`src/rtl/display_share_pkg.sv`:
```
`timescale 1ns/1ps
`default_nettype none
// ============================================================================
// Module   : display_share_pkg
// Brief    : Shared types and constants for the display share arbiter.
// Revision : 1.0 - initial release
// ============================================================================
package display_share_pkg;

    typedef enum logic [1:0] {
        ST_IDLE   = 2'd0,
        ST_SHOW_A = 2'd1,
        ST_SHOW_B = 2'd2,
        ST_BLANK  = 2'd3
    } state_t;

    localparam logic c_OWNER_A = 1'b0;
    localparam logic c_OWNER_B = 1'b1;

    localparam int unsigned c_DWELL_TICKS_DEFAULT = 32'd200_000_000;
    localparam int unsigned c_BLANK_TICKS_DEFAULT = 32'd10_000_000;

    // One counter width serves both timers so they can share the sub-module.
    function automatic int unsigned timer_width(input int unsigned dwell,
                                                input int unsigned blank);
        int unsigned m;
        m = (dwell > blank) ? dwell : blank;
        return $clog2(m + 32'd1);
    endfunction

endpackage
`default_nettype wire

```
`src/rtl/display_share_timer.sv`:
```
`timescale 1ns/1ps
`default_nettype none
// ============================================================================
// Module   : display_share_timer
// Brief    : Saturating up-counter with clear, enable and terminal count.
// Revision : 1.0 - initial release
// ============================================================================
module display_share_timer #(
    parameter int unsigned WIDTH = 8,
    parameter int unsigned LIMIT = 1
) (
    input  logic clk,
    input  logic rst_n,
    input  logic i_clear,
    input  logic i_enable,
    output logic o_terminal
);

    localparam logic [WIDTH-1:0] c_LIMIT = WIDTH'(LIMIT);

    logic [WIDTH-1:0] r_count;

    always_ff @(posedge clk or negedge rst_n) begin
        if (!rst_n) begin
            r_count <= '0;
        end else if (i_enable) begin
            if (i_clear) begin
                r_count <= '0;
            end else if (r_count != c_LIMIT) begin
                r_count <= r_count + WIDTH'(1);
            end
        end
    end

    assign o_terminal = (r_count == c_LIMIT);

endmodule
`default_nettype wire

```
`src/rtl/display_share_arbiter.sv`:
```
`timescale 1ns/1ps
`default_nettype none
// ============================================================================
// Module   : display_share_arbiter
// Brief    : Round-robin time-share of the 7-segment display between two
//            32-bit sources, with minimum dwell and a blanking gap.
//            Optional: DISPLAY_SHARE_PREEMPT_EN lets Req_b preempt owner A.
// Revision : 1.0 - initial release
// ============================================================================
module display_share_arbiter
    import display_share_pkg::*;
#(
    parameter int unsigned DWELL_TICKS = c_DWELL_TICKS_DEFAULT,
    parameter int unsigned BLANK_TICKS = c_BLANK_TICKS_DEFAULT
) (
    input  logic        Clock_100MHz,
    input  logic        Clear_n,
    input  logic        Enable,
    input  logic        Req_a,
    input  logic        Req_b,
    input  logic [31:0] Value_a,
    input  logic [31:0] Value_b,
    output logic        Grant_a,
    output logic        Grant_b,
    output logic [31:0] Display_value,
    output logic        Blank
);

    localparam int unsigned c_TIMER_W = timer_width(DWELL_TICKS, BLANK_TICKS);

    state_t      r_state;
    logic        r_last;
    logic        r_grant_a;
    logic        r_grant_b;
    logic        r_blank;
    logic [31:0] r_display;

    logic w_dwell_done;
    logic w_blank_done;
    logic w_arb_valid;
    logic w_arb_a;
    logic w_leave_a;
    logic w_leave_b;
    logic w_dwell_clear;
    logic w_blank_clear;

    // Dwell counts the owner's hold time; the blank timer stops one short so
    // BLANK lasts exactly BLANK_TICKS cycles.
    assign w_dwell_clear = (r_state != ST_SHOW_A) && (r_state != ST_SHOW_B);
    assign w_blank_clear = (r_state != ST_BLANK);

    display_share_timer #(
        .WIDTH (c_TIMER_W),
        .LIMIT (DWELL_TICKS)
    ) u_dwell_timer (
        .clk        (Clock_100MHz),
        .rst_n      (Clear_n),
        .i_clear    (w_dwell_clear),
        .i_enable   (Enable),
        .o_terminal (w_dwell_done)
    );

    display_share_timer #(
        .WIDTH (c_TIMER_W),
        .LIMIT (BLANK_TICKS - 32'd1)
    ) u_blank_timer (
        .clk        (Clock_100MHz),
        .rst_n      (Clear_n),
        .i_clear    (w_blank_clear),
        .i_enable   (Enable),
        .o_terminal (w_blank_done)
    );

    // On a tie the requester that did not own the display last wins.
    assign w_arb_valid = Req_a | Req_b;
    assign w_arb_a     = Req_a & (~Req_b | (r_last == c_OWNER_B));

`ifdef DISPLAY_SHARE_PREEMPT_EN
    assign w_leave_a = !Req_a || Req_b;
`else
    assign w_leave_a = !Req_a || (w_dwell_done && Req_b);
`endif
    assign w_leave_b = !Req_b || (w_dwell_done && Req_a);

    always_ff @(posedge Clock_100MHz or negedge Clear_n) begin
        if (!Clear_n) begin
            r_state   <= ST_IDLE;
            r_last    <= c_OWNER_B;
            r_grant_a <= 1'b0;
            r_grant_b <= 1'b0;
            r_blank   <= 1'b1;
            r_display <= '0;
        end else if (Enable) begin
            case (r_state)
                ST_IDLE, ST_BLANK: begin
                    if ((r_state == ST_IDLE) || w_blank_done) begin
                        if (w_arb_valid && w_arb_a) begin
                            r_state   <= ST_SHOW_A;
                            r_last    <= c_OWNER_A;
                            r_grant_a <= 1'b1;
                            r_blank   <= 1'b0;
                            r_display <= Value_a;
                        end else if (w_arb_valid) begin
                            r_state   <= ST_SHOW_B;
                            r_last    <= c_OWNER_B;
                            r_grant_b <= 1'b1;
                            r_blank   <= 1'b0;
                            r_display <= Value_b;
                        end else begin
                            r_state <= ST_IDLE;
                        end
                    end
                end
                ST_SHOW_A: begin
                    if (w_leave_a) begin
                        r_state   <= ST_BLANK;
                        r_grant_a <= 1'b0;
                        r_blank   <= 1'b1;
                        r_display <= '0;
                    end else begin
                        r_display <= Value_a;
                    end
                end
                ST_SHOW_B: begin
                    if (w_leave_b) begin
                        r_state   <= ST_BLANK;
                        r_grant_b <= 1'b0;
                        r_blank   <= 1'b1;
                        r_display <= '0;
                    end else begin
                        r_display <= Value_b;
                    end
                end
                default: begin
                    r_state <= ST_IDLE;
                end
            endcase
        end
    end

    assign Grant_a       = r_grant_a;
    assign Grant_b       = r_grant_b;
    assign Blank         = r_blank;
    assign Display_value = r_display;

endmodule
`default_nettype wire

```
`config.mk`:
```
export PLATFORM = sky130hd
export DESIGN_NAME = display_share_arbiter
export DESIGN_NICKNAME = d
export VERILOG_FILES = /design/src/rtl/display_share_pkg.sv /design/src/rtl/display_share_timer.sv /design/src/rtl/display_share_arbiter.sv
export SDC_FILE = /design/constraint.sdc
export NUM_CORES = 1
export LEC_CHECK = 0
export BUFFER_PORTS_ARGS = -buffer_cell sky130_fd_sc_hd__clkbuf_2
export CAP_MARGIN = 20
export CORE_ASPECT_RATIO = 0.75
export CORE_UTILIZATION = 50
export CTS_CLUSTER_DIAMETER = 30
export DETAILED_ROUTE_END_ITERATION = 8
export GPL_TIMING_DRIVEN = 0
export PLACE_DENSITY = 0.73
export SETUP_SLACK_MARGIN = 0.15
export SLEW_MARGIN = 30
export SYNTH_ARGS = -nofsm -noshare
export SYNTH_HDL_FRONTEND = slang
export SYNTH_SLANG_ARGS = --single-unit
```
`constraint.sdc`:
```
create_clock -name Clock_100MHz -period 2.9 [get_ports Clock_100MHz]
set_input_delay 0.87 -clock Clock_100MHz [delete_from_list [all_inputs] [get_ports Clock_100MHz]]
set_output_delay 0.87 -clock Clock_100MHz [all_outputs]
set_load 0.03 [all_outputs]
```
# Word-level counts from Yosys, hierarchy flattened
# Index checks and enable logic that the tools add are counted.
[word_totals] regBits=94 output_inout_bits=35 wordCells=87
[op_classes] n_addsub=2 eq_ne=17 n_mux=32 bitwise=4 reduce_logical=24
[op_table] op="$mux W32" n=5
[op_table] op="$mux W28" n=4
[op_table] op="$pmux W32 S3" n=1
[op_table] op="$add A28 B1 Y28 const B" n=2
[op_table] op="$eq A28 B24 Y1 const B" n=1
[op_table] op="$eq A28 B28 Y1 const B" n=1
[op_table] op="$ne A28 B24 Y1 const B" n=1
[op_table] op="$ne A28 B28 Y1 const B" n=1
[op_table] op="$ne A2 B2 Y1 const B" n=8
[op_table] op="$mux W1" n=13
[op_table] op="$mux W2" n=5
[op_table] op="$reduce_and A5 Y1" n=2
[op_table] op="$reduce_bool A2 Y1" n=5
[op_table] op="$reduce_and A4 Y1" n=2
[op_table] op="$pmux W2 S3" n=1
[op_table] op="$reduce_and A6 Y1" n=1
[op_table] op="$eq A2 B2 Y1 const B" n=2
[op_table] op="$logic_and A1 B1 Y1" n=4
[op_table] op="$pmux W1 S2" n=2
[op_table] op="$reduce_and A2 Y1" n=2
[op_table] op="$logic_or A1 B1 Y1" n=3
[op_table] op="$ne A3 B3 Y1 const B" n=1
[op_table] op="$pmux W1 S3" n=1
[op_table] op="$reduce_and A3 Y1" n=1
[op_table] op="8 further kinds" n=10

# Depth between registers and ports, before layout
# Gate-level depths: netlist (run 1).
[logic_depth] depth_word=7 mapped_depth=10 mapped_depth_nobuf=8

# Cells and area by module
# From an unflattened synthesis (run 1), not the netlist that was laid out.
[hier_totals] cells_unflattened=651 hier_area_um2=6130.9
[modules_own_cells] module="display_share_arbiter" instances=1 cells_per_inst=268 area_each_um2=2615.0 seq_area_each_um2=953.4
[modules_own_cells] module="display_share_timer (u_blank_timer)" instances=1 cells_per_inst=197 area_each_um2=1759.2 seq_area_each_um2=700.7
[modules_own_cells] module="display_share_timer (u_dwell_timer)" instances=1 cells_per_inst=186 area_each_um2=1756.7 seq_area_each_um2=700.7

# Worst setup path before layout (run 1)
# OpenSTA, ideal clock, no wires.
[synth_path] kind="input to register" from="input port Req_a" to="register r_display[9], in the netlist Display_value[9]" setup_time_ps=118 arrival_ps=2163 setup_slack_ps=619 path_stages=8 path_buffers=3 cell_sequence="clkbuf_1 -> and2_1 -> clkbuf_1 -> clkbuf_1 -> nor2_1 -> o21ai_0 -> a21oi_1 -> a21o_1"
[synth_via] elab_chain_cells=5 word_cells_on_any_way=14
[synth_rtl] element="start, declared" line_no="display_share_arbiter.sv:19" rtl="input logic Req_a,"
[synth_rtl] element="$or A1 B1 Y1 / $and A1 B1 Y1 (equally long branches)" line_no="display_share_arbiter.sv:75, display_share_arbiter.sv:76"
[synth_rtl] element="$logic_and A1 B1 Y1" line_no="display_share_arbiter.sv:97" rtl="if (w_arb_valid && w_arb_a) begin"
[synth_rtl] element="$mux W32" line_no="display_share_arbiter.sv:97"
[synth_rtl] element="$mux W32" line_no="display_share_arbiter.sv:96" rtl="if ((r_state == ST_IDLE) || w_blank_done) begin"
[synth_rtl] element="$pmux W32 S3" line_no="display_share_arbiter.sv:94" rtl="case (r_state)"
[synth_rtl] element="end signal, assigned" line_no="display_share_arbiter.sv:102" rtl="r_display <= Value_a;"
[synth_rtl] element="end signal, assigned" line_no="display_share_arbiter.sv:108" rtl="r_display <= Value_b;"
[synth_rtl] element="end signal, assigned" line_no="display_share_arbiter.sv:121" rtl="r_display <= Value_a;"
[synth_rtl] element="end, declared" line_no="display_share_arbiter.sv:36" rtl="logic [31:0] r_display;"
# Parallel ways exist; a longest one is shown, timed or not. The select of a mux whose other input is x is not followed.
# A chain may end at the register's enable or synchronous reset.

# Worst setup path in the final report (run 1)
[layout_path] from="register u_blank_timer.r_count[0]" to="register r_display[23], in the netlist Display_value[23]"
[layout_via] elab_chain_cells=4
[layout_rtl] element="start, declared" line_no="display_share_timer.sv:21" rtl="logic [WIDTH-1:0] r_count;"
[layout_rtl] element="start signal, assigned" line_no="display_share_timer.sv:30" rtl="r_count <= r_count + WIDTH'(1);"
[layout_rtl] element="$eq A28 B24 Y1" line_no="display_share_timer.sv:35" rtl="assign o_terminal = (r_count == c_LIMIT);"
[layout_rtl] element="$logic_or A1 B1 Y1" line_no="display_share_arbiter.sv:96"
[layout_rtl] element="$ne A2 B2 Y1 (no source line)"
[layout_rtl] element="$reduce_and A3 Y1 (no source line)"
# No other way between the ends.

==> qor.txt, run 1 <==
Avg Inst Size Synth: 8.354 um2
Post-Synth Simple-Gate Area: 26.15%
Drt pass-1 iters: 5
Highest-count cells in the layout ignoring fill and taps: 144 x nand2_1, 103 x clkbuf_2, 92 x dfrtp_1
First-pass GRT wire length: 23370 um
Final setup vio count: 0
Core ar.: 0.01029 mm2
Setup Skew: 0.005596 ns
DP Wirelength: 10230 um
Synth Flop Type: dfrtp_1
Commonest non-fill, non-tap cell in the layout: nand2_1
Slew headroom: 45.56%
Post-synthesis compound-gate area fraction: 17.95%
#FFs+latches synth: 94
Syn_nets: 710
# IOs: 104
Max Freq: 0.3850 GHz
Synth top area share: 43.47%
Initial antenna violation count: 0
Hold WC Path Type: input pin to asynchronous set/reset pin
GPL Wtd Cong: 0.8661
Chip width: 120.8 um
Clk Latency, worst-skew pair: 0.34 ns
PortBufs: 101
H-tree Lvls: 3
Status: completed
CTS tree: done
Fin crit share: 89.58%
Post-synthesis sequential area ratio: 44.46%
Hold slack: 0.4485 ns
Slew @ Worst Pin: 0.8092 ns
Fin Setup TNS: 0 ns
Num CTS Buffers: 9
Crit-path cells: ha_1 > nand2_1 > or4_1 > o21bai_4 > o21ai_1 > buf_2 > clkbuf_1 > nand2_1 > o21ai_0
Hold_buf cts: 0
Gr ovfl total: 0
Post-synth ARST share: 100.0%
Dominant cells by area after synthesis: dfrtp_1 43%, nand2_1 10%, a221oi_1 5.1%, a21oi_1 3.5%, nor2_1 3.5%
Clk pin slew, worst setup/hold paths: 0.07 ns
Via-per-instance ratio: 5.898
Max stage delay cell, worst path: or4_1
Dominant cell type by area after synthesis: dfrtp_1
Routed WL per cell: 15.90 um
VDD IR-drop max: 472.5 uV
Synth Area in Adders: 1.654%
Inst Count DP: 872
Syn-to-layout area delta: 20.67%
Design Power: 5.184 mW
Clock buffer depth: 2
Xor/xnor share of the synthesized area: 6.119%
WS Path Type: flop to flop
PwrDens: 811.1 mW/mm2
Fin. Hold Viols: 0
Share of synthesized area spent on multiplexers: 0%
Vias in the first global route: 4916
Total routed wirelength: 14150 um
Yosys warning count: 0
Reg2Reg Setup Slack: 0.30 ns
Max Slew Vio Count: 0
Crit end category: flop
Antenna Violating Nets Remaining: 0
DR iter-0 viols: 522
Standard-cell rows: 32
Largest family of logic cells by synthesized area: simple AND/OR/NAND/NOR gates
Final Net Count: 825
N_diodes: 0
Layout cells sized above 1: 17.51%
Mapped cell area: 0.005296 mm2
Arr. time, crit path: 2.81 ns
Worst Setup Start Kind: flop
Most used cell, CP: nand2_1
Distinct cell type count after synthesis: 52
Initial core utilization: 51.47%
Lkg Pwr: 2.950 nW
Clock Sinks: 94
Largest net degree at the start of global routing: 52
Chip Height: 91.13 um
R2R depth: 9
Final Critical Period: 2.598 ns
Via Count: 5249
Largest delay share family, worst path: simple AND/OR/NAND/NOR gates
Worst path max stage delay: 0.69 ns
Root buffer cell: clkbuf_16
RSZ-0062 raised after global routing: no
Post-synth EDFFs: 0
Crit path max fanout: 10
Buf+Inv Stages, Crit Path: 2
Max cap viols: 0
Non-filler cells, final: 890
DRC viols: 0
Die area: 0.01101 mm2
Gr usage total: 26.54%
Post-Synthesis Cells: 634
Req. time, crit path: 3.11 ns
Worst path depth: 9
[synthesized netlist by cell type (6+ instances only)]
cell type,n
a21o_1,6
a21oi_1,37
a221oi_1,31
and3_1,12
clkbuf_1,33
dfrtp_1,92
ha_1,7
inv_1,12
nand2_1,144
nand3_1,27
nand4_1,16
nor2_1,49
nor3_1,15
nor4_1,8
o21ai_0,26
o21ai_1,19
o31ai_1,7
xnor2_1,17
xor2_1,20
[worst reg2reg max path, cell delays in order (launching register included)]
cell      delay (ns)
dfrtp_1         0.38
ha_1            0.23
nand2_1         0.13
or4_1           0.69
o21bai_4        0.23
o21ai_1         0.10
buf_2           0.21
clkbuf_1        0.26
nand2_1         0.15
o21ai_0         0.08
[logic make-up after synthesis]
family          Yosys count
fa+ha+maj                 7
buf+inv                  51
flops                    94
xor+xnor                 37
compound gates          146
simple gates            299
[state kept, by name, summed over array words and instances (netlist names)]
name and cells:
u_blank_timer.r_count 28, u_dwell_timer.r_count 28, Grant_a 1, Blank 1, Display_value 32, r_state 2, r_last 1, Grant_b 1
[metal layers]
layer / global-route usage, % / routed length, um
met5: 0 / 0
met4: 8.642 / 255
met3: 5.151 / 797
met2: 40.00 / 6402
met1: 38.13 / 6695
[stage by stage]
step	setup WS [ns]	util, %	instance area, um2
finish	0.3023	62.11	6391
CTS	0.1710	61.64	6342
floorplan	0.6189	-	5296
detailed placement	0.04726	58.39	6008
global route	0.1445	62.11	6391
global placement	-0.1768	58.04	5972
[cell type report]
class	count	area [um2]
plain buffers	38	148.9
clock buffers	12	236.5
clock inverters	4	97.59
fillers	875	3899
inverters	13	48.80
multi-input cells	489	2778
flip-flops and latches	94	2355
well taps	136	170.2
repair buffers	104	556.8
[power by group]
group / switching (mW) / leakage (nW) / internal, mW
sequential: 0.163 / 1.25 / 1.56
clock: 0.499 / 0.157 / 0.844
combinational: 1.47 / 1.55 / 0.646
total: 2.14 / 2.95 / 3.05
[worst paths after layout]
| kind | end | start |
|---|---|---|
| min in group Clock_100MHz | Display_value[28]$_DFFE_PN0P_ | Display_value[28]$_DFFE_PN0P_ |
| max | Display_value[23]$_DFFE_PN0P_ | u_blank_timer.r_count[0]$_DFFE_PN0P_ |
| min | u_blank_timer.r_count[24]$_DFFE_PN0P_ | Clear_n |
| max in group asynchronous | r_last$_DFFE_PN1P_ | Clear_n |
| min reg2reg | Display_value[28]$_DFFE_PN0P_ | Display_value[28]$_DFFE_PN0P_ |
| max reg2reg | Display_value[23]$_DFFE_PN0P_ | u_blank_timer.r_count[0]$_DFFE_PN0P_ |
[timing repair]
item                       in CTS  in global routing
buffers inserted                0                  2
gates resized for setup         0                 10
setup endpoints to repair       0                 35
No activity file was read; power rests on OpenSTA's default activity.
==> inputs of run 2 (changes only) <==
--- a/config.mk
+++ b/config.mk
@@ -5,6 +5,7 @@
 export SDC_FILE = /design/constraint.sdc
 export NUM_CORES = 1
 export LEC_CHECK = 0
+export ABC_AREA = 1
 export BUFFER_PORTS_ARGS = -buffer_cell sky130_fd_sc_hd__clkbuf_2
 export CAP_MARGIN = 20
 export CORE_ASPECT_RATIO = 0.75
@@ -12,7 +13,7 @@
 export CTS_CLUSTER_DIAMETER = 30
 export DETAILED_ROUTE_END_ITERATION = 8
 export GPL_TIMING_DRIVEN = 0
-export PLACE_DENSITY = 0.73
+export PLACE_DENSITY = 0.72
 export SETUP_SLACK_MARGIN = 0.15
 export SLEW_MARGIN = 30
 export SYNTH_ARGS = -nofsm -noshare
==> run 2 against run 1 <==
Effect of this change: final area is 21% higher; total power is 27% higher; largest cell class unchanged; sequential power is 5% higher; fmax is 14% higher; flip-flop and latch count stayed put; worst setup slack better by 0.32 ns; synthesized cell count is 62% higher; clock power is 13% lower; combinational power is 70% higher.
==> qor.txt, run 2 <==
Status: completed
WS Path Type: flop to flop
Initial antenna violation count: 0 (unchanged)
Hold WC Path Type: input pin to asynchronous set/reset pin
N_diodes: 0 (unchanged)
Vias in the first global route: 6421 (+31%)
Via Count: 7204 (+37%)
Initial core utilization: 51.53% (+0.057 points)
Resize count post-CTS: 0 (unchanged)
Arr. time, crit path: 2.53 ns (-0.28 ns)
Antenna Violating Nets Remaining: 0 (unchanged)
VDD IR-drop max: 470.7 uV (-0.38%)
Commonest non-fill, non-tap cell in the layout: nand2_1
Setup ws final: 0.6192 ns (+0.3169 ns)
PwrDens: 850.0 mW/mm2 (+4.8%)
Worst Setup Start Kind: flop
Post-synth EDFFs: 0 (unchanged)
Yosys warning count: 0 (unchanged)
Cell area after layout: 0.007757 mm2 (+21%)
Post-Synthesis Cells: 1025 (+62%)
Clock Sinks: 94 (unchanged)
Top cells by count, synth: 334 x nand2_1, 154 x nand3_1, 92 x dfrtp_1
Root buffer cell: clkbuf_16
Req. time, crit path: 3.15 ns (+0.04 ns)
Util after Layout: 59.59% (-2.5 points)
Gr ovfl total: 0 (unchanged)
R2R depth: 10 (+1)
Max stage delay cell, worst path: clkbuf_1
Chip Height: 102.3 um (+12%)
Most used cell, CP: nand2_1
Reg2Reg Setup Slack: 0.62 ns (+0.32 ns)
Synth top area share: 34.32% (-9.1 points)
# IOs: 104 (unchanged)
Final Net Count: 1215 (+47%)
Top-count cell post-synth: nand2_1
#FFs+latches synth: 94 (unchanged)
Drt pass-1 iters: 7 (+2)
Max Slew Vio Count: 0 (unchanged)
Die area: 0.01389 mm2 (+26%)
Fin. Hold Viols: 0 (unchanged)
CTS tree: done
Avg Inst Size Synth: 6.544 um2 (-22%)
Layout cells sized above 1: 17.40% (-0.11 points)
H-tree Lvls: 3 (unchanged)
Setup crit end: Display_value[19]$_DFFE_PN0P_
Standard-cell rows: 36 (+13%)
First-pass GRT wire length: 31840 um (+36%)
Largest net degree at the start of global routing: 64 (+23%)
Clock buffer depth: 2 (unchanged)
Dominant cell type by area after synthesis: dfrtp_1
PortBufs: 102 (+0.99%)
Setup Skew: 0.009344 ns (+0.003748 ns)
Routed WL per cell: 14.95 um (-6.0%)
Core ar.: 0.01302 mm2 (+27%)
Slew headroom: 62.07% (+17 points)
Mapped cell area: 0.006708 mm2 (+27%)
Via-per-instance ratio: 5.478 (-7.1%)
Gr usage total: 29.38% (+2.8 points)
Post-synthesis sequential area ratio: 35.11% (-9.4 points)
Hold_buf cts: 0 (unchanged)
Place WS: 0.5594 ns (+0.5121 ns)
Num CTS Buffers: 9 (unchanged)
Clk pin slew, worst setup/hold paths: 0.07 ns (about the same)
Worst path depth: 10 (+1)
Dpl cell area: 0.007468 mm2 (+24%)
Postcts setup bufs: 0 (unchanged)
Slew @ Worst Pin: 0.5690 ns (-0.2402 ns)
Crit-path cells: inv_1 > ha_1 > inv_1 > buf_2 > clkbuf_1 > nand2_1 > a21oi_1 > nor2_2 > nand2_1 > nand2_1
Buf+Inv Stages, Crit Path: 4 (+2)
Post-synth ARST share: 100.0% (unchanged)
Dominant cells by area after synthesis: dfrtp_1 34%, nand2_1 19%, nand3_1 11%, nand4_1 4.4%, inv_1 4.1%
Lkg Pwr: 3.748 nW (+27%)
Crit path max fanout: 10 (unchanged)
Setup crit start: r_state[0]$_DFFE_PN0P_
DRC viols: 0 (unchanged)
DP Wirelength: 14750 um (+44%)
Distinct cell type count after synthesis: 36 (-31%)
Highest-count cells in the layout ignoring fill and taps: 334 x nand2_1, 154 x nand3_1, 101 x clkbuf_2
Clk Latency, worst-skew pair: 0.36 ns (+0.02 ns)
Final setup vio count: 0 (unchanged)
Chip width: 135.7 um (+12%)
Max Freq: 0.4385 GHz (+14%)
Synth Flop Type: dfrtp_1
Largest delay share family, worst path: buffers and inverters
Worst path max stage delay: 0.42 ns (-0.27 ns)
Fin crit share: 78.65% (-11 points)
Worst reg2reg path endpoint: Display_value[19]$_DFFE_PN0P_
GPL Wtd Cong: 0.9856 (+14%)
Largest register FFs: 32 (unchanged)
RSZ-0062 raised after global routing: no
Total routed wirelength: 19660 um (+39%)
DR iter-0 viols: 601 (+15%)
Syn_nets: 1101 (+55%)
Reg-to-Reg Start: r_state[0]$_DFFE_PN0P_
Final Critical Period: 2.281 ns (-0.3169 ns)
Max cap viols: 0 (unchanged)
Crit end category: flop
Syn-to-layout area delta: 15.65%
-- run 2: per-stage QoR --
step                total power [mW]  instances  setup TNS (ns)  hold slack [ns]
CTS                            6.590       1315               0           0.4076
finish                         6.593       1315               0           0.3973
detailed placement             5.406       1299               0           0.4645
global route                   7.107       1315               0           0.4127
floorplan                      4.445       1025               0           0.4517
global placement               5.352       1298          -28.47           0.4547
-- run 2: kinds of logic after synthesis --
group,after synthesis,share of synthesized area (%)
AOI/OAI and AO/OA,110,8.469
xor gates and xnor gates,8,1.045
adders and majority gates,7,1.306
and+or+nand+nor,667,45.14
DFF,94,35.11
buffers and inverters,139,8.935
-- run 2: final cells by class --
class                           instances  area [um2]
Tap cell                              171       214.0
Clock inverter                          2       15.01
Timing Repair Buffer                  103       546.8
Fill cell                            1295        5260
Sequential cell                        94        2355
Buffer                                 47       254.0
Clock buffer                           14       274.0
Inverter                               92       345.3
Multi-Input combinational cell        792        3754
-- run 2: where the power goes --
part / total (mW) / switching [mW] / internal (mW)
clock network: 1.17 / 0.517 / 0.653
registers: 1.81 / 0.190 / 1.62
logic: 3.61 / 2.50 / 1.11
-- run 2: how the worst min path moves through the flow --
stage	to	start	slack, ns
after detailed placement	Display_value[23]$_DFFE_PN0P_	Display_value[23]$_DFFE_PN0P_	0.46
after CTS	u_blank_timer.r_count[25]$_DFFE_PN0P_	Clear_n	0.41
after floorplan	r_last$_DFFE_PN1P_	r_last$_DFFE_PN1P_	0.45
final	u_blank_timer.r_count[25]$_DFFE_PN0P_	Clear_n	0.40
after global routing	u_blank_timer.r_count[23]$_DFFE_PN0P_	Clear_n	0.41
after global placement	Blank$_DFFE_PN1P_	Blank$_DFFE_PN1P_	0.45
-- run 2: worst register-to-register path, stage by stage, from the launching register on --
cell and delay (ns):
dfrtp_1 0.41, inv_1 0.09, ha_1 0.38, inv_1 0.16
buf_2 0.25, clkbuf_1 0.42, nand2_1 0.10, a21oi_1 0.17
nor2_2 0.06, nand2_1 0.08, nand2_1 0.06
-- run 2: per-layer routing --
layer / wire length [um] / GRT usage, % / vias to the layer above
met4: 282 / 8.989 / 0
met1: 9508 / 42.94 / 3288
met5: 0 / 0 / -
li1: - / - / 3606
met2: 8445 / 44.54 / 289
met3: 1427 / 4.613 / 21
